## config.mk

```make
export PLATFORM = sky130hd
export DESIGN_NAME = gain_pass_cntrl_mc
export DESIGN_NICKNAME = d
export VERILOG_FILES = /design/src/rtl/ddc_gain_pkg.sv /design/src/rtl/gain_round_sat.sv /design/src/rtl/gain_pass_cntrl_mc.sv
export SDC_FILE = /design/constraint.sdc
export NUM_CORES = 1
export LEC_CHECK = 0
export BUFFER_PORTS_ARGS = -buffer_cell sky130_fd_sc_hd__buf_2
export CAP_MARGIN = 25
export CELL_PAD_IN_SITES_DETAIL_PLACEMENT = 1
export CELL_PAD_IN_SITES_GLOBAL_PLACEMENT = 2
export CORE_ASPECT_RATIO = 0.9
export CORE_MARGIN = 8
export CORE_UTILIZATION = 37
export CTS_CLUSTER_SIZE = 24
export DETAILED_ROUTE_END_ITERATION = 7
export PLACE_DENSITY_LB_ADDON = 0.2
export SETUP_SLACK_MARGIN = 0.4
export SYNTH_ARGS = -nofsm -noshare
export SYNTH_HDL_FRONTEND = slang
export SYNTH_SLANG_ARGS = --single-unit
```

## constraint.sdc

```tcl
create_clock -name clk -period 9.7 [get_ports clk]
set_input_delay 0 -clock clk [delete_from_list [all_inputs] [get_ports clk]]
set_output_delay 0 -clock clk [all_outputs]
set_load 0.005 [all_outputs]
```

## src/rtl/ddc_gain_pkg.sv

```systemverilog
// Shared types and rounding/saturation helper for the DDC gain/pass selector.
// Gain shift field is carried at CFG_GAIN_W bits; GAINBITWIDTH must not exceed it.
package ddc_gain_pkg;

    localparam int DEF_NCH            = 2;
    localparam int DEF_INBITWIDTH     = 22;
    localparam int DEF_FILTERBITWIDTH = 18;
    localparam int DEF_GAINBITWIDTH   = 3;
    localparam int DEF_SATCNTWIDTH    = 16;

    localparam int CFG_GAIN_W = 5;
    localparam int ARITH_W    = 64;

    typedef struct packed {
        logic                  bypass;
        logic [CFG_GAIN_W-1:0] gain;
    } cfg_t;

    typedef struct packed {
        logic                      ovf;
        logic signed [ARITH_W-1:0] value;
    } sat_res_t;

    // Drop 'drop' LSBs with round-half-up, then clamp to a signed fw-bit range.
    function automatic sat_res_t sat_round(input logic signed [ARITH_W-1:0] s,
                                           input int drop,
                                           input int fw);
        sat_res_t                  res;
        logic signed [ARITH_W-1:0] one;
        logic signed [ARITH_W-1:0] tmp;
        logic signed [ARITH_W-1:0] r;
        logic signed [ARITH_W-1:0] hi;
        logic signed [ARITH_W-1:0] lo;
        logic                      rbit;
        one  = {{(ARITH_W-1){1'b0}}, 1'b1};
        tmp  = s >>> (drop - 1);
        rbit = tmp[0];
        r    = s >>> drop;
        r    = r + $signed({{(ARITH_W-1){1'b0}}, rbit});
        hi   = (one <<< (fw - 1)) - one;
        lo   = -(one <<< (fw - 1));
        if (r > hi) begin
            res.value = hi;
            res.ovf   = 1'b1;
        end else if (r < lo) begin
            res.value = lo;
            res.ovf   = 1'b1;
        end else begin
            res.value = r;
            res.ovf   = 1'b0;
        end
        return res;
    endfunction

endpackage

```

## src/rtl/gain_round_sat.sv

```systemverilog
// One channel of the wide-path arithmetic: power-of-two gain, round-half-up, saturate.
module gain_round_sat
    import ddc_gain_pkg::*;
#(
    parameter int IW = DEF_INBITWIDTH,
    parameter int FW = DEF_FILTERBITWIDTH,
    parameter int GW = DEF_GAINBITWIDTH
) (
    input  logic [IW-1:0]         din,
    input  logic [CFG_GAIN_W-1:0] gain,
    output logic [FW-1:0]         dout,
    output logic                  ovf
);

    localparam int SW = IW + 2**GW - 1;

    logic signed [SW-1:0] s_full;
    sat_res_t             res;
    logic                 unused_hi;

    always_comb begin
        s_full = SW'($signed(din)) <<< gain;
        res    = sat_round(ARITH_W'(s_full), IW - FW, FW);
        dout   = res.value[FW-1:0];
        ovf    = res.ovf;
    end

    // Above FW the clamped result is pure sign extension.
    assign unused_hi = ^res.value[ARITH_W-1:FW];

endmodule

```

## src/rtl/gain_pass_cntrl_mc.sv

```systemverilog
// Multi-channel FIR-input pass/gain selector with double-buffered config.
// Define GAIN_PASS_SAT_CNT_EN to build the saturated-sample counter.
module gain_pass_cntrl_mc
    import ddc_gain_pkg::*;
#(
    parameter int NCH            = DEF_NCH,
    parameter int INBITWIDTH     = DEF_INBITWIDTH,
    parameter int FILTERBITWIDTH = DEF_FILTERBITWIDTH,
    parameter int GAINBITWIDTH   = DEF_GAINBITWIDTH,
    parameter int SATCNTWIDTH    = DEF_SATCNTWIDTH
) (
    input  logic                          clk,
    input  logic                          rst,
    input  logic                          gain_indicator,
    input  logic [GAINBITWIDTH-1:0]       cfg_gain,
    input  logic                          cfg_bypass,
    input  logic                          config_sync,
    input  logic [NCH*FILTERBITWIDTH-1:0] dataa,
    input  logic                          dataa_flag,
    input  logic [NCH*INBITWIDTH-1:0]     datab,
    input  logic                          datab_flag,
    input  logic                          ovf_clr,
    output logic [NCH*FILTERBITWIDTH-1:0] data_sel,
    output logic                          data_sel_flag,
    output logic [NCH-1:0]                overflow,
    output logic                          ovf_sticky,
    output logic [SATCNTWIDTH-1:0]        sat_cnt
);

    localparam int FW = FILTERBITWIDTH;
    localparam int IW = INBITWIDTH;

    cfg_t               shadow_q, shadow_d;
    cfg_t               active_q, active_d;
    cfg_t               s1_cfg_q, s1_cfg_d;
    logic               s1_flag_q, s1_flag_d;
    logic [NCH*FW-1:0]  s1_dataa_q, s1_dataa_d;
    logic [NCH*IW-1:0]  s1_datab_q, s1_datab_d;
    logic [NCH*FW-1:0]  data_sel_q, data_sel_d;
    logic [NCH-1:0]     overflow_q, overflow_d;
    logic               flag_q, flag_d;
    logic               sticky_q, sticky_d;
    logic [NCH*FW-1:0]  gain_dout;
    logic [NCH-1:0]     gain_ovf;
    logic               sat_event;

    generate
        for (genvar gi = 0; gi < NCH; gi++) begin : g_ch
            gain_round_sat #(
                .IW (IW),
                .FW (FW),
                .GW (GAINBITWIDTH)
            ) u_grs (
                .din  (s1_datab_q[gi*IW +: IW]),
                .gain (s1_cfg_q.gain),
                .dout (gain_dout[gi*FW +: FW]),
                .ovf  (gain_ovf[gi])
            );
        end
    endgenerate

    always_comb begin
        shadow_d = shadow_q;
        if (gain_indicator) begin
            shadow_d.bypass = cfg_bypass;
            shadow_d.gain   = CFG_GAIN_W'(cfg_gain);
        end
        // Sync reads the pre-update shadow, so a simultaneous load lands one sync later.
        active_d   = config_sync ? shadow_q : active_q;

        s1_flag_d  = active_q.bypass ? dataa_flag : datab_flag;
        s1_cfg_d   = active_q;
        s1_dataa_d = dataa;
        s1_datab_d = datab;

        flag_d     = s1_flag_q;
        data_sel_d = data_sel_q;
        overflow_d = overflow_q;
        if (s1_flag_q) begin
            if (s1_cfg_q.bypass) begin
                data_sel_d = s1_dataa_q;
                overflow_d = '0;
            end else begin
                data_sel_d = gain_dout;
                overflow_d = gain_ovf;
            end
        end

        sat_event = s1_flag_q && !s1_cfg_q.bypass && (|gain_ovf);
        if (sat_event) begin
            sticky_d = 1'b1;
        end else if (ovf_clr) begin
            sticky_d = 1'b0;
        end else begin
            sticky_d = sticky_q;
        end
    end

    always_ff @(posedge clk) begin
        if (rst) begin
            shadow_q   <= '0;
            active_q   <= '0;
            s1_cfg_q   <= '0;
            s1_flag_q  <= 1'b0;
            s1_dataa_q <= '0;
            s1_datab_q <= '0;
            data_sel_q <= '0;
            overflow_q <= '0;
            flag_q     <= 1'b0;
            sticky_q   <= 1'b0;
        end else begin
            shadow_q   <= shadow_d;
            active_q   <= active_d;
            s1_cfg_q   <= s1_cfg_d;
            s1_flag_q  <= s1_flag_d;
            s1_dataa_q <= s1_dataa_d;
            s1_datab_q <= s1_datab_d;
            data_sel_q <= data_sel_d;
            overflow_q <= overflow_d;
            flag_q     <= flag_d;
            sticky_q   <= sticky_d;
        end
    end

`ifdef GAIN_PASS_SAT_CNT_EN
    logic [SATCNTWIDTH-1:0] sat_cnt_q, sat_cnt_d;

    always_comb begin
        sat_cnt_d = sat_cnt_q;
        if (ovf_clr) begin
            sat_cnt_d = '0;
        end else if (sat_event && (sat_cnt_q != {SATCNTWIDTH{1'b1}})) begin
            sat_cnt_d = sat_cnt_q + 1'b1;
        end
    end

    always_ff @(posedge clk) begin
        if (rst) begin
            sat_cnt_q <= '0;
        end else begin
            sat_cnt_q <= sat_cnt_d;
        end
    end

    assign sat_cnt = sat_cnt_q;
`else
    assign sat_cnt = '0;
`endif

    assign data_sel      = data_sel_q;
    assign data_sel_flag = flag_q;
    assign overflow      = overflow_q;
    assign ovf_sticky    = sticky_q;

endmodule

```

# Word-level counts from Yosys, hierarchy flattened
# Cells that the tools add are included.
[classes]
addsub = 2
reduce_logical = 5
magnitude_cmp = 4
n_mux = 9
n_shift = 2
[op_table]
columns = ["operator", "n"]
rows = [
  ["$mux 65", 4],
  ["$gt 64x18->1 const B", 2],
  ["$lt 64x18->1 const B", 2],
  ["$sshl 22x3->29", 2],
  ["$add 25x2->26", 2],
  ["$mux 36", 1],
  ["$mux 1", 3],
  ["$logic_and 1x1->1", 2],
  ["$mux 2", 1],
  ["$reduce_bool 2->1", 1],
  ["$reduce_or 2->1", 1],
  ["$logic_not 1->1", 1],
]
[word_totals]
word_cells = 35
register_bits = 133
out_inout_bits = 56

# Depth between registers and ports, before layout
# Gate-level depths: netlist of run 1.
[depth]
ltp_word = 8
mapped_depth = 22

# Hierarchy
# A second synthesis of run 1 with hierarchy kept.
[hier_totals]
cells_unflattened = 1079
hier_area_um2 = 10202.3
[modules_own_cells]
columns = ["module", "n_inst", "cells_each", "area_each_um2", "seq_area_each_um2"]
rows = [
  ["gain_round_sat", 2, 340, 2879.0, 0.0],
  ["gain_pass_cntrl_mc", 1, 399, 4444.3, 2662.6],
]

# Least setup slack after synthesis of run 1
# No wires, ideal clock.
[synth_path]
kind = "register to register"
start = "register s1_cfg_q[0] (netlist bit)"
end = "register data_sel_q[20], in the netlist data_sel[20]"
slack_ns = 4.789
t_arrival_ns = 4.784
required_time_ns = 9.573
synth_period_minus_slack_ns = 4.911
stages_incl_launch_ff = 21
path_cell_list = "dfxtp_1 buf_4 buf_2 buf_1 clkbuf_1 clkbuf_1 clkbuf_1 buf_1 mux2_2 nand2_1 o21ai_0 ha_1 nor3b_1 a22oi_1 nand4b_2 nor2_2 a211oi_1 o211ai_1 o31a_1 and2_4 or3_1"
[synth_via]
elab_chain_len = 6
[synth_rtl]
columns = ["item", "line", "text"]
rows = [
  ["start: declaration", "gain_pass_cntrl_mc.sv:35", "cfg_t s1_cfg_q, s1_cfg_d;"],
  ["start signal: assignment", "gain_pass_cntrl_mc.sv:114", "s1_cfg_q <= s1_cfg_d;"],
  ["$sshl 22x3->29 (*)", "gain_round_sat.sv:22", "s_full = SW'($signed(din)) <<< gain;"],
  ["$add 25x2->26 (*)", "ddc_gain_pkg.sv:39", "r = r + $signed({{(ARITH_W-1){1'b0}}, rbit});"],
  ["$lt 64x18->1", "ddc_gain_pkg.sv:45", "end else if (r < lo) begin"],
  ["$mux 65", "ddc_gain_pkg.sv:45", ""],
  ["$mux 65 (*)", "ddc_gain_pkg.sv:42", "if (r > hi) begin"],
  ["$mux 36 (*)", "gain_pass_cntrl_mc.sv:80", "if (s1_cfg_q.bypass) begin"],
  ["end signal: assignment", "gain_pass_cntrl_mc.sv:118", "data_sel_q <= data_sel_d;"],
  ["end: declaration", "gain_pass_cntrl_mc.sv:39", "logic [NCH*FW-1:0] data_sel_q, data_sel_d;"],
]
# Every way passes the cells marked *; elsewhere a longest branch is shown, timed or not.
# A chain may end at the register's enable or synchronous reset.

# Worst setup path after layout of run 1
# Same ends and word-level chain as after synthesis.

==> impl_metrics.yaml, run 1 <==
pwr:
  leakage_uw: 0.004135
  p_clk_frac: 0.436
  seq_power_share: 0.404
  p_per_area_mw_per_mm2: 141.2
  finalPower_uw: 1517
  irDropWorstVdd_v: 0.00008314
  p_comb_frac: 0.160
  switchingPower_uw: 453.2
  intPower_uw: 1064
  p_sw_frac: 0.2988
cells_and_area:
  antenna_cells: 0
  fin_nets: 1238
  area_growth_pct: 24.36
  drive_gt1_frac: 0.2292
  instances_no_fill: 1458
drt:
  dr_total_vias: 7824
  wirelength_um: 28050
  ant_nets: 0
  via_per_inst: 5.366
  first_pass_iters: 4
  drt_iter0_markers: 378
  drc: 0
  routedWlPerCell_um: 19.24
sta:
  layout_min_cycle_time_ns: 5.301
  rsz0062_at_grt: "no"
  worst_slew_pin_slew_ns: 1.053
  relSlewSlack: 0.2922
  hold_violations: 0
  skew_ns: 0.01350
  timing.final.ws_setup_ns: 4.399
  slew_violations: 0
  period_share: 0.5465
  tns_ns: 0
  setup_viol: 0
  fmaxAchievable_mhz: 188.6
setup_path:
  end_kind: "register"
  cp_max_fo: 62
  critPathLaunch: "s1_cfg_q[0]"
  path_cells: "buf_4 > inv_2 > a211oi_1 > ha_1 > nand3_1 > o21ai_1 > nand3_2 > o31ai_1 > o31a_1 > and2_4 > or3_1"
  crit_family: "compound AO/OA/AOI/OAI gates"
  cp.arrival_ns: 5.68
  crit_type: "reg -> reg"
  crit_buf_inv: 2
  cp-start-kind: "register"
  cp.required_ns: 10.08
  slowest_stage: "o31ai_1"
  reg2reg_from: "s1_cfg_q[0]"
  max_stage_delay_ns: 0.96
synthesis:
  ys_seq_area_frac: 0.3082
  syn_inst: 963
  synth_top_area_frac: 0.3082
  synth.distinct_cells: 102
  synth-edff-count: 0
  yosys_warnings: 0
  synthAdderAreaFrac: 0.005794
  avgSynthCellArea_um2: 8.970
  synth-xor-area-share: 0.03331
  synth_common_cells: "dfxtp_1, nand2_1, nor2b_1"
  netlist_area_mm2: 0.008638
  yosysMostFrequentCell: "dfxtp_1"
  synth_top_family_by_area: "simple AND/OR/NAND/NOR gates"
  synth_compound_area_frac: 0.1812
  synthSimpleGateAreaFrac: 0.2238
  synth_area_leaders: "dfxtp_1, mux2i_1, nor2b_1, mux4_2, nand2_1"
  synth_ff_type: "dfxtp_1"
  synth_area_leader_cell: "dfxtp_1"
  yosys_register_bits: 133
  synthArstFlopShare: 0
  synth.area.mux_share: 0.1798
placement:
  portBuffers: 130
  place_inst: 1334
  finalWeightedCongestion: 0.8414
  dp_hpwl_um: 20180
  pre_cts_ws_ns: 4.467
grt:
  grt_pass1_wl_um: 45640
  grt-ovfl-total: 0
  grt.total_usage: 0.1988
  grt_max_degree: 72
  antenna_found_initial: 0
  grt_pass1_vias: 8314
cts:
  cts_resized: 0
  htree_num_levels: 4
  clock-sinks: 133
  root_buffer: "clkbuf_16"
  cts_made_buffers: 17
  post_cts_buffers: 0
  cts.clk_slew.worst_paths_ns: 0.07
  hold_buffers: 92
  cts_buffer_depth: 2
  cts_tree: "yes"
  clk_latency_ns: 0.43
hold_path:
  hold_start: "rst"
  holdCritPathClass: "in -> reg"
outcome:
  outcome: "completed"
floorplanning:
  dieArea_mm2: 0.02850
  die_w_um: 177.1
  coreArea_mm2: 0.02314
  fp.dieH_um: 161.0
  placementRows: 53
  start_util: 0.3732
  ios: 147
flow_run:
  cap_violations: 0
-- final timing paths --
path	end	slack [ns]	cells past startpoint
worst min register to register	overflow[1]	0.44	2
worst min-delay path	s1_dataa_q[3]	0.02	2
worst max register to register	data_sel[20]	4.40	11
worst max-delay path	data_sel[20]	4.40	11
-- sequential cells by signal, indices dropped and copies added (netlist names), 2 cells and up --
signal	count
s1_datab_q	44
data_sel	36
s1_dataa_q	36
active_q	4
s1_cfg_q	4
shadow_q	4
overflow	2
-- cell type report --
cell class	instances	area, um2
Inverter	11	41.29
Fill cell	2724	12400
Sequential cell	133	2669
Clock inverter	15	153.9
Tap cell	302	377.9
Multi-Input combinational cell	751	5449
Timing Repair Buffer	229	1627
Clock buffer	17	425.4
-- cell families after synthesis --
group,after synthesis
AND/OR/NAND/NOR,358
flip-flops,133
adder cells (fa/ha/maj),4
XOR/XNOR,32
other,1
multiplexers,123
AO/OA/AOI/OAI,218
buffers and inverters,94
-- metal layers --
layer / part of all wire / track usage
met5: 0 / 0
met4: 0.024 / 0.06567
met3: 0.024 / 0.03192
met2: 0.51 / 0.3533
met1: 0.44 / 0.2385
-- per-stage QoR --
stage / utilization / instance area (um2) / hold slack (ns)
after floorplan: - / 8695 / 0.1282
after global placement: 0.3994 / 9243 / 0.2082
after detailed placement: 0.3994 / 9243 / 0.2142
after CTS: 0.4642 / 10740 / 0.02872
after global routing: 0.4642 / 10740 / 0.05065
final: 0.4642 / 10740 / 0.02187
-- worst reg2reg max path: cells and delay by family (launching register included) --
kind,cells,cell delay (ns)
AOI/OAI and AO/OA,4,2.40
buffers and inverters,2,1.18
and+or+nand+nor,4,0.79
DFF,1,0.65
adders and majority gates,1,0.24
-- cells in the final DEF, fill, tap and decap left out, types with 9 or more instances in the layout --
cell           instances
o21ai_1               12
dlygate4sd3_1         92
nand3_1               21
nor2_1                62
o22ai_1               14
dfxtp_1              130
nand2_1               95
nand2b_1               9
mux2i_1               73
inv_1                  9
nor2b_1               93
conb_1                16
buf_2                129
o21ai_0               52
mux2_2                25
xnor2_1               16
a22oi_1               14
mux4_2                22
a211oi_1              18
clkbuf_16             17
a21oi_1               27
xor2_1                15
-- power by group through the flow --
stage	combinational, uW	sequential (uW)	clock [uW]
after global routing	268	617	702
after detailed placement	214	624	0
after global placement	212	624	0
after floorplan	153	611	0
final	243	612	662
after CTS	245	612	675
Note: power is estimated with default switching activity, not from simulation.
==> run 2: changes to the inputs <==
--- a/config.mk
+++ b/config.mk
@@ -5,13 +5,14 @@
 export SDC_FILE = /design/constraint.sdc
 export NUM_CORES = 1
 export LEC_CHECK = 0
+export ABC_AREA = 1
 export BUFFER_PORTS_ARGS = -buffer_cell sky130_fd_sc_hd__buf_2
 export CAP_MARGIN = 25
 export CELL_PAD_IN_SITES_DETAIL_PLACEMENT = 1
 export CELL_PAD_IN_SITES_GLOBAL_PLACEMENT = 2
 export CORE_ASPECT_RATIO = 0.9
 export CORE_MARGIN = 8
-export CORE_UTILIZATION = 37
+export CORE_UTILIZATION = 27
 export CTS_CLUSTER_SIZE = 24
 export DETAILED_ROUTE_END_ITERATION = 7
 export PLACE_DENSITY_LB_ADDON = 0.2
==> constraint.sdc (replaced) <==
create_clock -name clk -period 4.5 [get_ports clk]
set_input_delay 0 -clock clk [delete_from_list [all_inputs] [get_ports clk]]
set_output_delay 0 -clock clk [all_outputs]
set_load 0.005 [all_outputs]
==> impl_metrics.yaml, run 2 <==
outcome:
  outcome: "completed"
cts:
  cts_resized: 0
  root_buffer: "clkbuf_16"
  htree_num_levels: 4
  hold_buffers: 96
  cts_buffer_depth: 2
  clk_latency_ns: 0.44
  clock-sinks: 133
  cts.clk_slew.worst_paths_ns: 0.06
  cts_tree: "yes"
  post_cts_buffers: 0
  cts_made_buffers: 17
placement:
  placed_area_mm2: 0.009365
  place_inst: 1898
  pre_cts_ws_ns: 0.9661
  finalWeightedCongestion: 0.8710
  portBuffers: 130
  dp_hpwl_um: 23360
pwr:
  seq_power_share: 0.378
  leakage_uw: 0.005360
  switchingPower_uw: 1106
  p_sw_frac: 0.3226
  p_clk_frac: 0.413
  p_per_area_mw_per_mm2: 314.4
  p_comb_frac: 0.209
  irDropWorstVdd_v: 0.0002498
  intPower_uw: 2322
setup_path:
  r2r-end: "ovf_sticky"
  r2r_setup_slack_ns: 1.02
  cp_max_fo: 22
  cp.arrival_ns: 3.77
  cp-start-kind: "register"
  end_kind: "register"
  cp.required_ns: 4.80
  crit_type: "reg -> reg"
  reg2reg_from: "s1_cfg_q[0]"
  worstRegToRegCells: 20
floorplanning:
  dieArea_mm2: 0.03782
  die_w_um: 204.1
  fp.dieH_um: 185.3
  start_util: 0.2717
  ios: 147
  placementRows: 62
  coreArea_mm2: 0.03165
grt:
  grt.total_usage: 0.1651
  grt-ovfl-total: 0
  antenna_found_initial: 1
  grt_pass1_wl_um: 50060
  grt_max_degree: 72
  grt_pass1_vias: 9593
cells_and_area:
  final_common_cell: "nand2_1"
  drive_gt1_frac: 0.1646
  top_register: "s1_datab_q"
  area_growth_pct: 26.79
  instances_no_fill: 2026
  final_cell_mix: "nand2_1, nor2_1, nand3_1"
  fin_nets: 1692
  finalInstanceArea_mm2: 0.01090
  largest_register_ffs: 44
  antenna_cells: 0
  fill_cells: 4122
synthesis:
  synth_area_leader_cell: "dfxtp_1"
  synth_compound_area_frac: 0.06301
  yosysMostFrequentCell: "nand2_1"
  synth_ff_type: "dfxtp_1"
  synth.distinct_cells: 44
  synth-edff-count: 0
  yosys_register_bits: 133
  yosys_warnings: 0
  synth_common_cells: "nand2_1, nor2_1, nand3_1"
  ys_seq_area_frac: 0.3097
  netlist_area_mm2: 0.008598
  syn_inst: 1404
  synthSimpleGateAreaFrac: 0.4629
  synth.area.mux_share: 0
  synth-xor-area-share: 0.02648
  synth_area_leaders: "dfxtp_1, nand2_1, nand3_1, nor2_1, inv_1"
  synth_top_area_frac: 0.3097
  synth_top_family_by_area: "simple AND/OR/NAND/NOR gates"
  avgSynthCellArea_um2: 6.124
  synthArstFlopShare: 0
  synthAdderAreaFrac: 0.005821
sta:
  holdWs_ns: 0.1019
  setup_viol: 0
  worst_slew_pin_slew_ns: 0.7737
  relSlewSlack: 0.4842
  hold_violations: 0
  tns_ns: 0
  fmaxAchievable_mhz: 287.7
  timing.final.ws_setup_ns: 1.024
  skew_ns: 0.01023
  rsz0062_at_grt: "no"
  slew_violations: 0
  period_share: 0.7725
  layout_min_cycle_time_ns: 3.476
drt:
  routedWlPerCell_um: 15.08
  drt_iter0_markers: 293
  ant_nets: 0
  wirelength_um: 30550
  via_per_inst: 4.471
  drc: 0
  first_pass_iters: 5
  dr_total_vias: 9059
hold_path:
  worstHoldPathCells: 2
  hold_end: "s1_dataa_q[10]"
  hold_start: "rst"
  holdCritPathClass: "in -> reg"
flow_run:
  cap_violations: 0
[run 2: area by class of cell]
class,instances,area (um2),share of cell area
Tap cell,416,520.5,0.04774
Multi-Input combinational cell,1053,4860,0.4458
Inverter,156,593.1,0.05440
Sequential cell,133,2664,0.2443
Clock inverter,13,122.6,0.01125
Timing Repair Buffer,236,1689,0.1549
Clock buffer,19,452.9,0.04155
[run 2: metal layers]
metal	global-route usage	up-vias	part of all wire
met5	0	-	0.00039
met4	0.05496	2	0.021
met3	0.02326	37	0.022
met2	0.3035	102	0.51
met1	0.1941	4218	0.44
li1	-	4700	-
[run 2: power groups by stage]
stage,clock (uW),sequential [uW],combinational [uW]
floorplan,0,1310,464
global placement,0,1320,658
detailed placement,0,1320,662
CTS,1470,1300,732
global route,1520,1310,815
finish,1420,1300,716
[run 2: cell families after synthesis]
logic type | after synthesis
compound gates | 83
simple gates | 924
xor+xnor | 26
buf+inv | 233
fa+ha+maj | 4
flops | 133
other cells | 1
[run 2: through the flow]
stage | util | total power (uW)
final | 0.3444 | 3427
after global routing | 0.3444 | 3637
after CTS | 0.3444 | 3495
after detailed placement | 0.2959 | 1986
after global placement | 0.2959 | 1982
after floorplan | - | 1774
[run 2: critical path, stage by stage, from the launching register on]
cell      delay, ns
dfxtp_1        0.51
buf_4          0.32
nand2_1        0.12
nand3_1        0.13
nand2_1        0.06
o21ai_0        0.17
ha_1           0.24
ha_1           0.28
nand2_1        0.12
nor2_4         0.16
nand3_2        0.11
nor2_1         0.14
nand2_1        0.10
nor2_1         0.09
nor2_1         0.06
nor2_1         0.10
nand3_1        0.12
nand2_4        0.22
a21boi_1       0.12
nor2_1         0.12
nor2_1         0.04
[run 2: worst max path at each step]
stage / startpoint / end / depth (start not counted)
after floorplan: s1_cfg_q[2] / data_sel[6] / 20
after global placement: s1_cfg_q[0] / data_sel[19] / 19
after detailed placement: s1_cfg_q[0] / data_sel[8] / 20
after CTS: s1_cfg_q[0] / data_sel[8] / 20
after global routing: s1_cfg_q[0] / overflow[0] / 20
final: s1_cfg_q[0] / ovf_sticky / 20
==> run 3: changes to the inputs <==
--- a/config.mk
+++ b/config.mk
@@ -5,14 +5,14 @@
 export SDC_FILE = /design/constraint.sdc
 export NUM_CORES = 1
 export LEC_CHECK = 0
-export ABC_AREA = 1
+export ABC_AREA = 0
 export BUFFER_PORTS_ARGS = -buffer_cell sky130_fd_sc_hd__buf_2
 export CAP_MARGIN = 25
 export CELL_PAD_IN_SITES_DETAIL_PLACEMENT = 1
 export CELL_PAD_IN_SITES_GLOBAL_PLACEMENT = 2
 export CORE_ASPECT_RATIO = 0.9
 export CORE_MARGIN = 8
-export CORE_UTILIZATION = 27
+export CORE_UTILIZATION = 35
 export CTS_CLUSTER_SIZE = 24
 export DETAILED_ROUTE_END_ITERATION = 7
 export PLACE_DENSITY_LB_ADDON = 0.2
==> constraint.sdc (replaced) <==
create_clock -name clk -period 3.5 [get_ports clk]
set_input_delay 0 -clock clk [delete_from_list [all_inputs] [get_ports clk]]
set_output_delay 0 -clock clk [all_outputs]
set_load 0.005 [all_outputs]
==> impl_metrics.yaml, run 3 (synthesis gave the netlist of run 1 again) <==
outcome:
  outcome: "completed"
grt:
  antenna_found_initial: 0
  grt_pass1_vias: 8976
  top_usage_layer: "met2"
  grt_util_met1: 0.2321
  grt_pass1_wl_um: 49080
  grt.total_usage: 0.2062
  grt-ovfl-total: 0
  grt_max_degree: 68
  met3_usage: 0.03893
  met2_usage: 0.3951
drt:
  first_pass_iters: 4
  via_per_inst: 5.284
  routedWlPerCell_um: 19.85
  ant_nets: 0
  drc: 0
  drt_iter0_markers: 408
  wirelength_um: 31180
  dr_total_vias: 8301
cells_and_area:
  area_growth_pct: 41.80
  top_register: "s1_datab_q"
  fin_nets: 1346
  largest_register_ffs: 44
  final_cell_mix: "dfxtp_1, buf_2, buf_4"
  antenna_cells: 0
  instances_no_fill: 1571
  drive_gt1_frac: 0.3468
setup_path:
  cp.required_ns: 3.81
  cp_max_fo: 8
  r2r_setup_slack_ns: 0.03
  cp-start-kind: "register"
  end_kind: "register"
  crit_type: "reg -> reg"
  cp.arrival_ns: 3.78
floorplanning:
  placementRows: 54
  die_w_um: 181.6
  coreArea_mm2: 0.02426
  dieArea_mm2: 0.02997
  fp.dieH_um: 165.0
  ios: 147
  start_util: 0.3561
placement:
  dp_hpwl_um: 22390
  pre_cts_ws_ns: -0.1028
  portBuffers: 130
  finalWeightedCongestion: 0.8567
  place_inst: 1414
sta:
  slew_violations: 0
  fmaxAchievable_mhz: 288.4
  skew_ns: 0.01317
  relSlewSlack: 0.4680
  hold_violations: 0
  tns_ns: 0
  rsz0062_at_grt: "yes"
  timing.final.ws_setup_ns: 0.03217
  layout_min_cycle_time_ns: 3.468
  period_share: 0.9908
  worst_slew_pin_slew_ns: 0.7972
  setup_viol: 0
cts:
  clk_latency_ns: 0.44
  htree_num_levels: 4
  cts_tree: "yes"
  clock-sinks: 133
  root_buffer: "clkbuf_16"
  cts_made_buffers: 17
  cts_buffer_depth: 2
  cts.clk_slew.worst_paths_ns: 0.06
pwr:
  leakage_uw: 0.004894
  p_per_area_mw_per_mm2: 352.8
  irDropWorstVdd_v: 0.0002401
hold_path:
  holdCritPathClass: "in -> reg"
flow_run:
  cap_violations: 0
-- run 3: timing repair --
| action | in CTS | in global routing |
|---|---|---|
| cloned | 0 | 1 |
| hold buffers | 92 | 0 |
| buffers inserted | 25 | 7 |
| pin swaps | 22 | 21 |
| endpoints found under the hold margin | 90 | 0 |
| gates resized for setup | 49 | 42 |
| endpoints found under the setup margin | 38 | 39 |
-- run 3: power breakdown --
group | internal, uW | total (uW) | switching [uW] | leakage [uW]
sequential | 1610 | 1690 | 84.9 | 0.00110
clock | 1050 | 1800 | 747 | 0.000279
combinational | 427 | 831 | 405 | 0.00351
-- run 3: critical path, stage by stage (launching register included) --
cell	delay, ns
dfxtp_4	0.38
buf_6	0.13
buf_6	0.11
nor2b_4	0.15
a21oi_2	0.07
o22ai_2	0.13
ha_4	0.18
nor3b_4	0.24
o311ai_4	0.13
nand4b_4	0.24
nor4b_4	0.32
buf_4	0.19
a2bb2oi_2	0.06
a311oi_2	0.31
a31oi_4	0.23
buf_12	0.20
a211oi_2	0.19
o21ai_1	0.08
-- run 3: cell type report --
cell class                 instances  area [um2]
clock buffer                      20       478.0
clock inverter                    11       98.84
fill                            2766       12010
inverter                          11       41.29
multi-input combinational        751        5959
sequential                       133        2669
tap                              308       385.4
timing repair buffer             337        2618
-- run 3: stage by stage --
step | utilization | total power, uW | area, um2 | hold slack, ns
detailed placement | 0.4156 | 2409 | 10080 | 0.2142
global route | 0.5050 | 4515 | 12250 | 0.1484
finish | 0.5050 | 4322 | 12250 | 0.1064
floorplan | - | 2138 | 8961 | 0.1282
global placement | 0.4156 | 2398 | 10080 | 0.2091
CTS | 0.4944 | 4335 | 11990 | 0.1195
-- run 3: final timing paths --
kind | from | to | cells past startpoint
worst max-delay path | s1_cfg_q[1] | data_sel[13] | 17
worst min-delay path | rst | s1_dataa_q[16] | 2
worst max register to register | s1_cfg_q[1] | data_sel[13] | 17
worst min register to register | data_sel[27] | data_sel[27] | 2
-- run 3: per-layer routing --
| layer | vias to the layer above | routed length, um |
|---|---|---|
| met1 | 4097 | 12810 |
| met3 | 34 | 880 |
| met4 | 0 | 494 |
| li1 | 4032 | - |
| met2 | 138 | 17000 |
| met5 | - | 0 |
